`config.mk`:
```
export PLATFORM = sky130hd
export DESIGN_NAME = dmem_arbiter
export DESIGN_NICKNAME = d
export VERILOG_FILES = /design/src/rtl/dmem_arbiter_pkg.sv /design/src/rtl/dmem_arb_rr2.sv /design/src/rtl/dmem_arbiter.sv
export SDC_FILE = /design/constraint.sdc
export NUM_CORES = 1
export LEC_CHECK = 0
export ABC_AREA = 1
export CAP_MARGIN = 30
export CORE_AREA = 2 2 121 123
export DETAILED_ROUTE_END_ITERATION = 12
export DIE_AREA = 0 0 123 125
export PLACE_DENSITY_LB_ADDON = 0.15
export SETUP_SLACK_MARGIN = 0.02
export SYNTH_ARGS = -nofsm -noshare
export SYNTH_HDL_FRONTEND = slang
export SYNTH_HIERARCHICAL = 1
export SYNTH_SLANG_ARGS = --single-unit
```
`constraint.sdc`:
```
create_clock -name clk -period 2.1 [get_ports clk]
set_clock_uncertainty 0.1 [all_clocks]
set_input_delay 0.42 -clock clk [delete_from_list [all_inputs] [get_ports clk]]
set_output_delay 0.42 -clock clk [all_outputs]
set_load 0.1 [all_outputs]
```
`src/rtl/dmem_arbiter_pkg.sv`:
```
// Shared types for the data-memory arbiter: FSM states, requester ids, opcodes.
package dmem_arbiter_pkg;

  typedef enum logic [1:0] {
    IDLE   = 2'd0,
    RD_LSU = 2'd1,
    RD_EXT = 2'd2
  } state_e;

  typedef enum logic {
    LSU = 1'b0,
    EXT = 1'b1
  } port_e;

  localparam logic [6:0] LOAD  = 7'b0000011;
  localparam logic [6:0] STORE = 7'b0100011;

endpackage

```
`src/rtl/dmem_arb_rr2.sv`:
```
// Two-input arbiter, one-hot grant. Round-robin with a last-granted pointer when
// DMEM_ARB_RR_EN is defined; otherwise fixed priority (bit 0 = LSU wins).
module dmem_arb_rr2
  import dmem_arbiter_pkg::*;
(
  input  logic [1:0] i_req,
  output logic [1:0] o_gnt
`ifdef DMEM_ARB_RR_EN
  ,
  input  logic       clk,
  input  logic       rst_n
`endif
);

`ifdef DMEM_ARB_RR_EN
  port_e r_last;

  // On a tie the port that was not granted last wins.
  always_comb begin
    o_gnt = '0;
    case (i_req)
      2'b01:   o_gnt = 2'b01;
      2'b10:   o_gnt = 2'b10;
      2'b11:   o_gnt = (r_last == EXT) ? 2'b01 : 2'b10;
      default: o_gnt = '0;
    endcase
  end

  always_ff @(posedge clk or negedge rst_n) begin
    if (!rst_n) begin
      r_last <= EXT;
    end else if (o_gnt[0]) begin
      r_last <= LSU;
    end else if (o_gnt[1]) begin
      r_last <= EXT;
    end
  end
`else
  always_comb begin
    o_gnt    = '0;
    o_gnt[0] = i_req[0];
    o_gnt[1] = i_req[1] & ~i_req[0];
  end
`endif

endmodule

```
`src/rtl/dmem_arbiter.sv`:
```
// Data-memory arbiter: LSU and EXT requesters share one active-low SRAM port.
// Arbitration policy selected by DMEM_ARB_RR_EN (round-robin) vs fixed LSU priority.
module dmem_arbiter
  import dmem_arbiter_pkg::*;
#(
  parameter int AW = 32,
  parameter int DW = 32
) (
  input  logic            clk,
  input  logic            rst_n,
  input  logic            lsu_req,
  input  logic            lsu_we,
  input  logic [AW-1:0]   lsu_addr,
  input  logic [DW-1:0]   lsu_wdata,
  input  logic [DW/8-1:0] lsu_mask,
  output logic            lsu_gnt,
  output logic            lsu_rvalid,
  output logic [DW-1:0]   lsu_rdata,
  input  logic            ext_req,
  input  logic            ext_we,
  input  logic [AW-1:0]   ext_addr,
  input  logic [DW-1:0]   ext_wdata,
  input  logic [DW/8-1:0] ext_mask,
  output logic            ext_gnt,
  output logic            ext_rvalid,
  output logic [DW-1:0]   ext_rdata,
  output logic            mem_cs,
  output logic            mem_wr,
  output logic [AW-1:0]   mem_addr,
  output logic [DW-1:0]   mem_wdata,
  output logic [DW/8-1:0] mem_mask,
  input  logic [DW-1:0]   mem_rdata
);

  logic [1:0]      w_req;
  logic [1:0]      w_gnt;
  logic            w_any;
  logic            w_sel_we;
  logic [AW-1:0]   w_sel_addr;
  logic [DW-1:0]   w_sel_wdata;
  logic [DW/8-1:0] w_sel_mask;
  state_e          w_state_nxt;
  state_e          r_state;
  logic [DW-1:0]   r_lsu_rdata;
  logic [DW-1:0]   r_ext_rdata;

  // Requests are masked while in reset so no grant leaks out combinationally.
  assign w_req = {ext_req & rst_n, lsu_req & rst_n};

  dmem_arb_rr2 u_arb (
    .i_req (w_req),
    .o_gnt (w_gnt)
`ifdef DMEM_ARB_RR_EN
    ,
    .clk   (clk),
    .rst_n (rst_n)
`endif
  );

  assign lsu_gnt = w_gnt[0];
  assign ext_gnt = w_gnt[1];
  assign w_any   = |w_gnt;

  always_comb begin
    w_sel_we    = 1'b0;
    w_sel_addr  = '0;
    w_sel_wdata = '0;
    w_sel_mask  = '0;
    if (w_gnt[0]) begin
      w_sel_we    = lsu_we;
      w_sel_addr  = lsu_addr;
      w_sel_wdata = lsu_wdata;
      w_sel_mask  = lsu_mask;
    end else if (w_gnt[1]) begin
      w_sel_we    = ext_we;
      w_sel_addr  = ext_addr;
      w_sel_wdata = ext_wdata;
      w_sel_mask  = ext_mask;
    end
  end

  assign mem_cs    = ~w_any;
  assign mem_wr    = ~(w_any & w_sel_we);
  assign mem_addr  = w_sel_addr;
  assign mem_wdata = w_sel_wdata;
  assign mem_mask  = (w_any & w_sel_we) ? w_sel_mask : '0;

  always_comb begin
    w_state_nxt = IDLE;
    if (w_gnt[0] && !lsu_we) begin
      w_state_nxt = RD_LSU;
    end else if (w_gnt[1] && !ext_we) begin
      w_state_nxt = RD_EXT;
    end
  end

  always_ff @(posedge clk or negedge rst_n) begin
    if (!rst_n) begin
      r_state <= IDLE;
    end else begin
      r_state <= w_state_nxt;
    end
  end

  // Response routing follows the state (the access issued last cycle), not the
  // current grant, so a new access can be issued while a load completes.
  assign lsu_rvalid = (r_state == RD_LSU);
  assign ext_rvalid = (r_state == RD_EXT);
  assign lsu_rdata  = lsu_rvalid ? mem_rdata : r_lsu_rdata;
  assign ext_rdata  = ext_rvalid ? mem_rdata : r_ext_rdata;

  always_ff @(posedge clk or negedge rst_n) begin
    if (!rst_n) begin
      r_lsu_rdata <= '0;
      r_ext_rdata <= '0;
    end else begin
      if (lsu_rvalid) r_lsu_rdata <= mem_rdata;
      if (ext_rvalid) r_ext_rdata <= mem_rdata;
    end
  end

endmodule

```
==> results by group, run 1 <==
Run status
  – Status: complete, but fails checks
  – Failing checks: setup timing

Synthesis
  – Mapped Cells: 502
  – Top cells by instance count after synthesis: nand2_1 (208), dfrtp_1 (66), nand3_1 (64), o21ai_1 (46), inv_1 (45)
  – Avg Cell Area, Syn: 7.20 um^2
  – Synth area leader: dfrtp_1
  – Post-synth EDFFs: 0
  – Compound-gate portion of the synthesized area: 0.0886
  – Yosys warns: 6
  – Area share of the largest cell type after synthesis: 0.457
  – Synth area leaders: dfrtp_1 (46%), nand2_1 (22%), nand3_1 (8.9%)
  – Number of synthesized register bits: 66
  – Syn Nets: slightly below 700
  – Largest family of logic cells by synthesized area: simple AND/OR/NAND/NOR gates
  – Seq/Total Area, Yosys: 0.457
  – Synth async-reset ratio: 1.00
  – Most common cell in the netlist: nand2_1
  – Distinct cells, synth: 14
  – Top_reg_cell synth: dfrtp_1
  – Xor/xnor share of the synthesized area: 0
  – Synth Area in Simple Gates: 0.322
  – Multiplexer share of the synthesized area: 0
  – Mapped Area: 0.00362 mm^2
  – Synth Area in Adders: 0

Setup path
  – CP arrival: 1.65 ns
  – Max stage delay cell, worst path: nor2_4
  – Crit-path cells: buf_12 > nand2_4 > inv_2 > inv_2 > nor2_4 > clkbuf_16 > clkbuf_16 > nand3_1 > nand2_4 > buf_12
  – Crit path from: rst_n
  – Critical path peak fanout: 5
  – Crit Path Class: input pin to output pin
  – Worst reg-to-reg setup slack: 0.86 ns
  – Worst r2r src: r_state[0]$_DFF_PN0_
  – Worst setup EP type: output pin
  – Setup crit start kind: input pin
  – CP peak stage delay: approximately 0.22 ns
  – Required time of the critical path: 1.58 ns

Clock network
  – CTS sink cnt: 66
  – H-tree depth: 3
  – Clock Latency Late Sink: 0.32 ns
  – Clock buffer depth: 2
  – Worst-path clk slew: 0.05 ns
  – CTS tree: done
  – Cts bufs inserted: 9
  – Clock root buffer master: clkbuf_16
  – CTS Hold Bufs: 0

STA
  – Worst-Margin Slew: 0.816 ns
  – Setup tns final: -0.407 ns
  – Setup violators final: 24
  – Final period utilization: 1.03
  – Final worst slack: -0.0674 ns
  – Slew Limit Fails: 0
  – RSZ-0062 raised after global routing: yes
  – Minimum clock period: approximately 2.2 ns
  – Max frequency: ~0.46 GHz
  – Max-Slew Margin vs Limit: 0.456
  – WHS: 0.199 ns
  – Hold Vio Cnt, Final: 0

Global route
  – Number of global-route vias before repair: approximately 4900
  – Antenna violations before repair: 1
  – Largest net degree at the start of global routing: 67
  – Remaining Overflow, GRT: 0
  – Gr usage total: 0.216
  – Global-route wire length before repair: roughly 26 mm

Hold path
  – Hold Crit Class: input pin to async pin

Placement
  – GPL Wtd Cong: 0.886
  – Detailed placement HPWL: roughly 13 mm
  – PortBufs: 311

Cells and area
  – Layout cells sized above 1: 0.486
  – Fillers: 901
  – Fin util: 0.743
  – Area Overhead vs Synth: 192%
  – Nets@finish: approximately 1000

Route
  – WL/cell: about 17 um
  – Final ANT Viol Nets: 0
  – Vias per cell: about 4.6
  – Residual DRC count: 0
  – Met1 wire length: ~5.7 mm
  – Number of DRC markers in iteration 0: around 180
  – DR vias: approximately 4700
  – Routed WL: 17.6 mm
  – Drt pass-1 iters: 4
  – Wire length on met3: 1.49 mm
  – Metal2 WL: 9.94 mm
  – Max Used Layer: met4

Die
  – Starting density of the core: 0.255
  – Rows: 44
  – Die X: 123 um
  – Die Y: 125 um
  – Die ar.: 0.0154 mm^2
  – IO Pins: 312
  – Core ar.: 0.0142 mm^2

Pwr
  – Leak Pwr: roughly 4.5 nW
  – Peak VDD IR: around 0.42 mV
  – PD cells: 830 mW/mm^2

Run
  – Max_cap viols: 0
flip-flops by register name (all words and copies together), names as in the netlist:
register	flops
r_ext_rdata	32
r_state	2
r_lsu_rdata	32
path summary, 6_finish.rpt:
path | end | cells after the start
worst min-delay path | r_ext_rdata[25]$_DFF_PN0_ | 2
worst min register to register | r_lsu_rdata[18]$_DFF_PN0_ | 2
worst max register to register | r_ext_rdata[6]$_DFF_PN0_ | 4
min in group clk | r_lsu_rdata[18]$_DFF_PN0_ | 2
worst max-delay path | mem_addr[6] | 10
max in group asynchronous | r_ext_rdata[10]$_DFF_PN0_ | 2
worst max-delay path, delay by kind of cell:
family	cells	cell delay, ns
buffers and inverters	6	0.72
AND/OR/NAND/NOR	4	0.50
logic make-up (layout without fill, tap and decap cells):
logic type | count (synthesis) | count (layout)
AOI/OAI and AO/OA | 64 | 64
DFF | 66 | 66
other | 0 | 1
and+or+nand+nor | 288 | 288
buffers and inverters | 84 | 414
report_power, final:
group / total, W / switching, W / leakage [nW] / internal [W]
combinational: 0.00568 / 0.00367 / 3.57 / 0.00201
clock: 0.00148 / 0.000532 / 0.145 / 0.000949
sequential: 0.00160 / 0.0000738 / 0.810 / 0.00153
total: 0.00877 / 0.00428 / 4.52 / 0.00449
layout by cell type, fill, tap and decap left out, drive strengths merged:
cell	Yosys	final
clkinvlp	0	2
nor2	15	15
buf	35	178
dfrtp	66	66
clkinv	0	2
clkdlybuf4s50	0	170
o21ai	64	64
nand3	64	64
inv	46	47
bufinv	0	1
diode	0	1
nand2	209	209
clkbuf	3	14
repair_timing:
| item | CTS | global route |
|---|---|---|
| setup buffers | 6 | 0 |
| endpoints found under the setup margin | 94 | 100 |
| gates resized for setup | 51 | 118 |
| gates cloned | 1 | 5 |
| pin swaps | 12 | 33 |
layer usage:
metal / vias up / global-route usage
met1: 2214 / 0.227
met4: 0 / 0.0582
li1: 2229 / -
met3: 33 / 0.0748
met2: 190 / 0.403
met5: - / 0
cell type report:
cell class / instances / area, um^2 / share of cell area
diodes: 1 / 2.50 / 0.000237
multi-input cells: 352 / 3090 / 0.293
clock inverters: 6 / 63.8 / 0.00604
clock buffers: 10 / 239 / 0.0226
well taps: 184 / 230 / 0.0218
inverters: 46 / 178 / 0.0168
repair buffers: 352 / 5100 / 0.483
flip-flops and latches: 66 / 1650 / 0.156
through the flow:
step	area, um^2	worst slack (ns)	cells	total power [W]
2_1_floorplan	4550	-0.523	502	0.00488
3_3_place_gp	9320	-0.345	990	0.00702
3_5_place_dp	9320	-0.370	990	0.00708
4_1_cts	9860	0.00617	1012	0.00866
5_1_grt	10600	-0.122	1017	0.00906
6_report	10600	-0.0674	1017	0.00877
No activity file was read; power rests on OpenSTA's default activity.
==> run 2: changes to the inputs <==
Settings changed: CAP_MARGIN 30 to unset.
==> results of run 2 <==
Same layout as run 1: the final DEF is identical, and so are final timing and power.
==> run 3: changes to the inputs <==
Settings changed: RECOVER_POWER set to 50.
==> results of run 3 <==
Same layout as run 1: the final DEF is identical, and so are final timing and power.
